===== src/rtl/psg_stereo_mixer.sv =====
// psg_stereo_mixer: snapshots the three PSG channel levels on CE and forms an
// L/R pair one channel per cycle (IDLE -> SUM_A -> SUM_B -> SUM_C -> OUT).
// The pair is presented as 10-bit unsigned PCM with a one-cycle valid strobe.
// It also drives first-order sigma-delta 1-bit DAC outputs for each side.
// Optional build macro: PSG_BEEPER_MIX_EN adds a BEEPER input. That input is
// snapshotted with the channels and adds 192 to both sides of the sample.
module psg_stereo_mixer #(
    // Must equal the PCM width (10); no other value is supported.
    parameter int SD_BITS = 10
) (
    input  logic               CLK,
    input  logic               RESET_N,
    input  logic               CE,
    input  logic [7:0]         CH_A,
    input  logic [7:0]         CH_B,
    input  logic [7:0]         CH_C,
    input  logic [1:0]         STEREO,
`ifdef PSG_BEEPER_MIX_EN
    input  logic               BEEPER,
`endif
    output logic [SD_BITS-1:0] AUDIO_L,
    output logic [SD_BITS-1:0] AUDIO_R,
    output logic               SAMPLE_VALID,
    output logic               OVERRUN,
    output logic               DAC_L,
    output logic               DAC_R
);

    typedef enum logic [2:0] {
        S_IDLE,
        S_SUM_A,
        S_SUM_B,
        S_SUM_C,
        S_OUT
    } state_t;

    state_t             state_q, state_d;
    logic [7:0]         snap_a_q, snap_a_d;
    logic [7:0]         snap_b_q, snap_b_d;
    logic [7:0]         snap_c_q, snap_c_d;
    logic [1:0]         snap_mode_q, snap_mode_d;
    logic [SD_BITS-1:0] acc_l_q, acc_l_d;
    logic [SD_BITS-1:0] acc_r_q, acc_r_d;
    logic [SD_BITS-1:0] audio_l_q, audio_l_d;
    logic [SD_BITS-1:0] audio_r_q, audio_r_d;
    logic               valid_q, valid_d;
    logic               overrun_q, overrun_d;
    logic [SD_BITS:0]   sd_l_q, sd_l_d;
    logic [SD_BITS:0]   sd_r_q, sd_r_d;

    // Contribution of the channel being summed this cycle, and the beeper offset.
    logic [7:0]         cur_ch;
    logic [1:0]         w_l, w_r;
    logic [SD_BITS-1:0] term_l, term_r, sum_l, sum_r, beep_add;

`ifdef PSG_BEEPER_MIX_EN
    logic snap_beep_q, snap_beep_d;
    assign beep_add = snap_beep_q ? SD_BITS'(192) : '0;
`else
    assign beep_add = '0;
`endif

    // Channel level times a weight of 0, 1 or 2 (a weight of 2 is a shift left by 1).
    function automatic logic [SD_BITS-1:0] weigh(input logic [7:0] v, input logic [1:0] w);
        case (w)
            2'd1:    weigh = {2'b00, v};
            2'd2:    weigh = {1'b0, v, 1'b0};
            default: weigh = '0;
        endcase
    endfunction

    // Pick the current channel and its (left, right) weights for the latched pan mode.
    always_comb begin
        // NOTE: every combinational output gets a default first so no path leaves it unassigned (no latch).
        cur_ch = snap_c_q;
        w_l    = 2'd1;
        w_r    = 2'd1;
        case (state_q)
            S_SUM_A: cur_ch = snap_a_q;
            S_SUM_B: cur_ch = snap_b_q;
            default: cur_ch = snap_c_q;
        endcase
        if (snap_mode_q == 2'b01 || snap_mode_q == 2'b10) begin
            // In both stereo modes A is hard left. In ABC, B is centre and C right.
            // In ACB, C is centre and B right.
            if (state_q == S_SUM_A) begin
                w_l = 2'd2;
                w_r = 2'd0;
            end else if ((state_q == S_SUM_B) == (snap_mode_q == 2'b10)) begin
                w_l = 2'd0;
                w_r = 2'd2;
            end
        end
        term_l = weigh(cur_ch, w_l);
        term_r = weigh(cur_ch, w_r);
        sum_l  = acc_l_q + term_l;
        sum_r  = acc_r_q + term_r;
    end

    // Sequencer: snapshot on CE in IDLE, accumulate one channel per state, publish.
    always_comb begin
        state_d     = state_q;
        snap_a_d    = snap_a_q;
        snap_b_d    = snap_b_q;
        snap_c_d    = snap_c_q;
        snap_mode_d = snap_mode_q;
        acc_l_d     = acc_l_q;
        acc_r_d     = acc_r_q;
        audio_l_d   = audio_l_q;
        audio_r_d   = audio_r_q;
        valid_d     = 1'b0;
`ifdef PSG_BEEPER_MIX_EN
        snap_beep_d = snap_beep_q;
`endif
        // A CE while a sample is in flight is dropped and remembered until reset.
        overrun_d   = overrun_q | (CE && state_q != S_IDLE);
        case (state_q)
            S_IDLE: begin
                if (CE) begin
                    snap_a_d    = CH_A;
                    snap_b_d    = CH_B;
                    snap_c_d    = CH_C;
                    snap_mode_d = STEREO;
`ifdef PSG_BEEPER_MIX_EN
                    snap_beep_d = BEEPER;
`endif
                    acc_l_d     = '0;
                    acc_r_d     = '0;
                    state_d     = S_SUM_A;
                end
            end
            S_SUM_A, S_SUM_B: begin
                acc_l_d = sum_l;
                acc_r_d = sum_r;
                state_d = (state_q == S_SUM_A) ? S_SUM_B : S_SUM_C;
            end
            S_SUM_C: begin
                // The output registers load as the FSM enters OUT.
                // This makes the new pair and the strobe visible during the OUT cycle.
                acc_l_d   = sum_l;
                acc_r_d   = sum_r;
                audio_l_d = sum_l + beep_add;
                audio_r_d = sum_r + beep_add;
                valid_d   = 1'b1;
                state_d   = S_OUT;
            end
            default: state_d = S_IDLE;
        endcase
    end

    // First-order sigma-delta per side: the carry out of the 10-bit sum is the DAC bit.
    always_comb begin
        sd_l_d = {1'b0, sd_l_q[SD_BITS-1:0]} + {1'b0, audio_l_q};
        sd_r_d = {1'b0, sd_r_q[SD_BITS-1:0]} + {1'b0, audio_r_q};
    end

    // State registers.
    always_ff @(posedge CLK or negedge RESET_N) begin
        // NOTE: non-blocking assignments so every flop samples pre-edge values.
        if (!RESET_N) begin
            state_q     <= S_IDLE;
            snap_a_q    <= '0;
            snap_b_q    <= '0;
            snap_c_q    <= '0;
            snap_mode_q <= '0;
            acc_l_q     <= '0;
            acc_r_q     <= '0;
            audio_l_q   <= '0;
            audio_r_q   <= '0;
            valid_q     <= 1'b0;
            overrun_q   <= 1'b0;
            sd_l_q      <= '0;
            sd_r_q      <= '0;
`ifdef PSG_BEEPER_MIX_EN
            snap_beep_q <= 1'b0;
`endif
        end else begin
            state_q     <= state_d;
            snap_a_q    <= snap_a_d;
            snap_b_q    <= snap_b_d;
            snap_c_q    <= snap_c_d;
            snap_mode_q <= snap_mode_d;
            acc_l_q     <= acc_l_d;
            acc_r_q     <= acc_r_d;
            audio_l_q   <= audio_l_d;
            audio_r_q   <= audio_r_d;
            valid_q     <= valid_d;
            overrun_q   <= overrun_d;
            sd_l_q      <= sd_l_d;
            sd_r_q      <= sd_r_d;
`ifdef PSG_BEEPER_MIX_EN
            snap_beep_q <= snap_beep_d;
`endif
        end
    end

    assign AUDIO_L      = audio_l_q;
    assign AUDIO_R      = audio_r_q;
    assign SAMPLE_VALID = valid_q;
    assign OVERRUN      = overrun_q;
    assign DAC_L        = sd_l_q[SD_BITS];
    assign DAC_R        = sd_r_q[SD_BITS];

endmodule


===== config.mk =====
export PLATFORM = sky130hd
export DESIGN_NAME = psg_stereo_mixer
export DESIGN_NICKNAME = d
export VERILOG_FILES = /design/src/rtl/psg_stereo_mixer.sv
export SDC_FILE = /design/constraint.sdc
export NUM_CORES = 1
export LEC_CHECK = 0
export BUFFER_PORTS_ARGS = -buffer_cell sky130_fd_sc_hd__buf_4
export CORE_ASPECT_RATIO = 1.75
export CORE_UTILIZATION = 48
export CTS_CLUSTER_DIAMETER = 150
export DETAILED_ROUTE_END_ITERATION = 16
export PLACE_DENSITY = 0.67
export SETUP_SLACK_MARGIN = 0.3
export SYNTH_ARGS = -nofsm -noshare
export SYNTH_HDL_FRONTEND = slang
export SYNTH_SLANG_ARGS = --single-unit

===== constraint.sdc =====
create_clock -name CLK -period 4.6 [get_ports CLK]
set_clock_uncertainty 0.2 [all_clocks]
set_input_delay 0.92 -clock CLK [delete_from_list [all_inputs] [get_ports CLK]]
set_output_delay 0.92 -clock CLK [all_outputs]
set_load 0.05 [all_outputs]

==> impl_metrics.env <==
export IMPL_placedInstanceArea_um2=5870
export IMPL_cts_resized=0
export IMPL_drtAntennaViolNets=0
export IMPL_syn_instance_count=534
export IMPL_dr_first_iter_drc_count=165
export IMPL_via_per_inst=5.69
export IMPL_fillers=988
export IMPL_synth_async_reset_ratio_pct=100
export IMPL_dpl_hpwl_um=8560
export IMPL_worst_hold_slack_ps=273
export IMPL_dieArea_um2=11600
export IMPL_endpoint_kind="flip-flop"
export IMPL_insertion_delay_ps=350
export IMPL_finalSetupTns_ps=0
export IMPL_syn_area_per_cell_um2=10.0
export IMPL_clkSinkCount=93
export IMPL_cts_buffers_inserted=9
export IMPL_die_h_um=142
export IMPL_cp_slowest_cell="dfrtp_1"
export IMPL_ios=53
export IMPL_synth_area_um2=5370
export IMPL_ctsHoldBuffers=0
export IMPL_synth_main_ff_cell="dfrtp_1"
export IMPL_cts_setup_buffers=0
export IMPL_relSlewSlack_pct=24.5
export IMPL_cts_buffer_depth=2
export IMPL_layout_drive_gt1_share_pct=19.6
export IMPL_die_x_um=81.9
export IMPL_crit_arrival_ps=3630
export IMPL_min_path_type="reg -> reg"
export IMPL_grtUsageTotal_pct=21.6
export IMPL_cts_root_buf="clkbuf_16"
export IMPL_gp_congestion=0.856
export IMPL_crit_buf_inv=2
export IMPL_wl_um=11400
export IMPL_area_growth_pct=14.6
export IMPL_cp_top_family="compound AO/OA/AOI/OAI gates"
export IMPL_grt_pass1_wl_um=19200
export IMPL_port_buffers=52
export IMPL_status="complete, no violations"
export IMPL_final_area_um2=6150
export IMPL_clk_pin_slew_ps=60
export IMPL_start_util_pct=49.9
export IMPL_ys_seq_area_share_pct=43.4
export IMPL_slew_violations=0
export IMPL_crit_top_cell="nor2_1"
export IMPL_grt_overflow=0
export IMPL_row_count=50
export IMPL_cp_max_fo=12
export IMPL_cap_violations=0
export IMPL_synth_distinct_cells=47
export IMPL_critical_path_max_stage_delay_ps=500
export IMPL_routedWlPerCell_um=15.8
export IMPL_vias=4084
export IMPL_synth_edff_count=0
export IMPL_rsz0062_at_grt="false"
export IMPL_grt_max_degree=81
export IMPL_core_area_um2=10800
export IMPL_layout_nets=655
export IMPL_firstDrtPassIters=4
export IMPL_syn_nets=606
export IMPL_diodes=0
export IMPL_path_cells="buf_4 > nor2b_2 > a22oi_1 > nor2_1 > a221oi_1 > nor2_1 > ha_1 > inv_1 > fa_1 > nor2b_4 > o31a_1 > o21a_1 > or3_1 > a32o_1"
export IMPL_hold_viol_final=0
export IMPL_max_slew_worst_pin_slew_ps=1130
export IMPL_ys_ff_latch=93
export IMPL_drc=0
export IMPL_synth_warnings=0
export IMPL_setup_viol=0
export IMPL_antenna_found_initial=0
export IMPL_crit_type="reg -> reg"
export IMPL_max_freq_mhz=278
export IMPL_required_ps=4630
export IMPL_tritoncts="done"
export IMPL_finalCriticalPeriod_ps=3600
export IMPL_h_tree_depth=3
export IMPL_grt_pass1_vias=4173
export IMPL_min_period_over_period_pct=78.3
export IMPL_worstSetupStartpointType="flip-flop"
[per-layer routing]
layer / up-vias / GRT usage (%) / share of wire (%) / routed length [um]
li1: 2002 / - / - / -
met1: 1978 / 25.4 / 41 / 4660
met2: 76 / 36.7 / 53 / 6010
met3: 28 / 3.67 / 2.8 / 321
met4: 0 / 11.2 / 3.4 / 382
met5: - / 0 / 0 / 0
[cell usage after synthesis, types with 7 or more instances]
| master | number | area share (%) |
|---|---|---|
| dfrtp_1 | 93 | 43 |
| o21ai_0 | 50 | 4.7 |
| nand2_1 | 46 | 3.2 |
| nor2_1 | 46 | 3.2 |
| ha_1 | 39 | 9.1 |
| mux2_2 | 31 | 6.5 |
| a21oi_1 | 30 | 2.8 |
| inv_1 | 24 | 1.7 |
| xnor2_1 | 17 | 2.8 |
| nand2b_1 | 12 | 1.4 |
| a21o_1 | 11 | 1.5 |
| buf_2 | 11 | 1.0 |
| a22o_1 | 10 | 1.6 |
| and3_1 | 9 | 1.0 |
| o21a_1 | 8 | 1.1 |
| nand3_1 | 7 | 0.65 |
[registers in the layout, summed over array words and instances (netlist names)]
signal and flops:
snap_a_q 8, state_q 3, SAMPLE_VALID 1, AUDIO_R 10, acc_l_q 10, sd_l_q 11
snap_mode_q 2, OVERRUN 1, snap_b_q 8, sd_r_q 11, acc_r_q 10, AUDIO_L 10
snap_c_q 8
[cells by family (layout without fill, tap and decap cells)]
| kind of cell | Yosys count | in the layout | share of synthesized area, % |
|---|---|---|---|
| multiplexers | 32 | 32 | 6.69 |
| XOR/XNOR | 23 | 23 | 3.75 |
| AND/OR/NAND/NOR | 139 | 139 | 12.2 |
| AO/OA/AOI/OAI | 159 | 159 | 19.8 |
| buffers and inverters | 45 | 99 | 3.61 |
| flip-flops | 93 | 93 | 43.4 |
| adder cells (fa/ha/maj) | 43 | 43 | 10.6 |
[stage by stage]
stage | util (%) | cells | setup WS [ps]
global placement | 54.6 | 702 | 1150
CTS | 57.2 | 718 | 1060
finish | 57.2 | 718 | 997
floorplan | - | 534 | 1470
detailed placement | 54.6 | 702 | 1060
global route | 57.2 | 718 | 729
[worst reg2reg max path, delay by kind of cell, from the launching register on]
kind | cells | cell delay, ps
AND/OR/NAND/NOR | 5 | 640
AO/OA/AOI/OAI | 5 | 1370
flip-flops | 1 | 500
adder cells (fa/ha/maj) | 2 | 470
buffers and inverters | 2 | 310
[final timing paths]
path                       startpoint          end  slack [ps]  cells after the start
max in group asynchronous     RESET_N   acc_r_q[9]        2850                      2
min reg2reg                 sd_r_q[0]    sd_r_q[0]         270                      1
max reg2reg                state_q[2]   acc_r_q[6]        1000                     14
max                        state_q[2]   acc_r_q[6]        1000                     14
min                         sd_r_q[0]    sd_r_q[0]         270                      1
min in group asynchronous     RESET_N  snap_a_q[7]         540                      1
[layout make-up]
cell class / count / area (um^2) / area share, %
clock buffer: 11 / 243 / 3.95
inverter: 24 / 90.1 / 1.46
clock inverter: 5 / 35.0 / 0.570
timing repair buffer: 59 / 443 / 7.20
multi-input combinational: 396 / 2850 / 46.3
sequential: 93 / 2330 / 37.8
tap: 130 / 163 / 2.64
[layout by cell type, fill, tap and decap left out, types with 7 or more instances in the layout]
cell,synthesis,routed
dfrtp_1,93,93
buf_4,3,59
o21ai_0,50,50
nand2_1,46,46
nor2_1,46,46
ha_1,39,39
mux2_2,31,31
a21oi_1,30,30
inv_1,24,24
xnor2_1,17,17
nand2b_1,12,12
a21o_1,11,11
a22o_1,10,10
and3_1,9,9
clkbuf_16,0,9
o21a_1,8,8
nand3_1,7,7
Power is not shown: default switching activity piles up to over one toggle a cycle in this logic, so the estimate is an artifact.
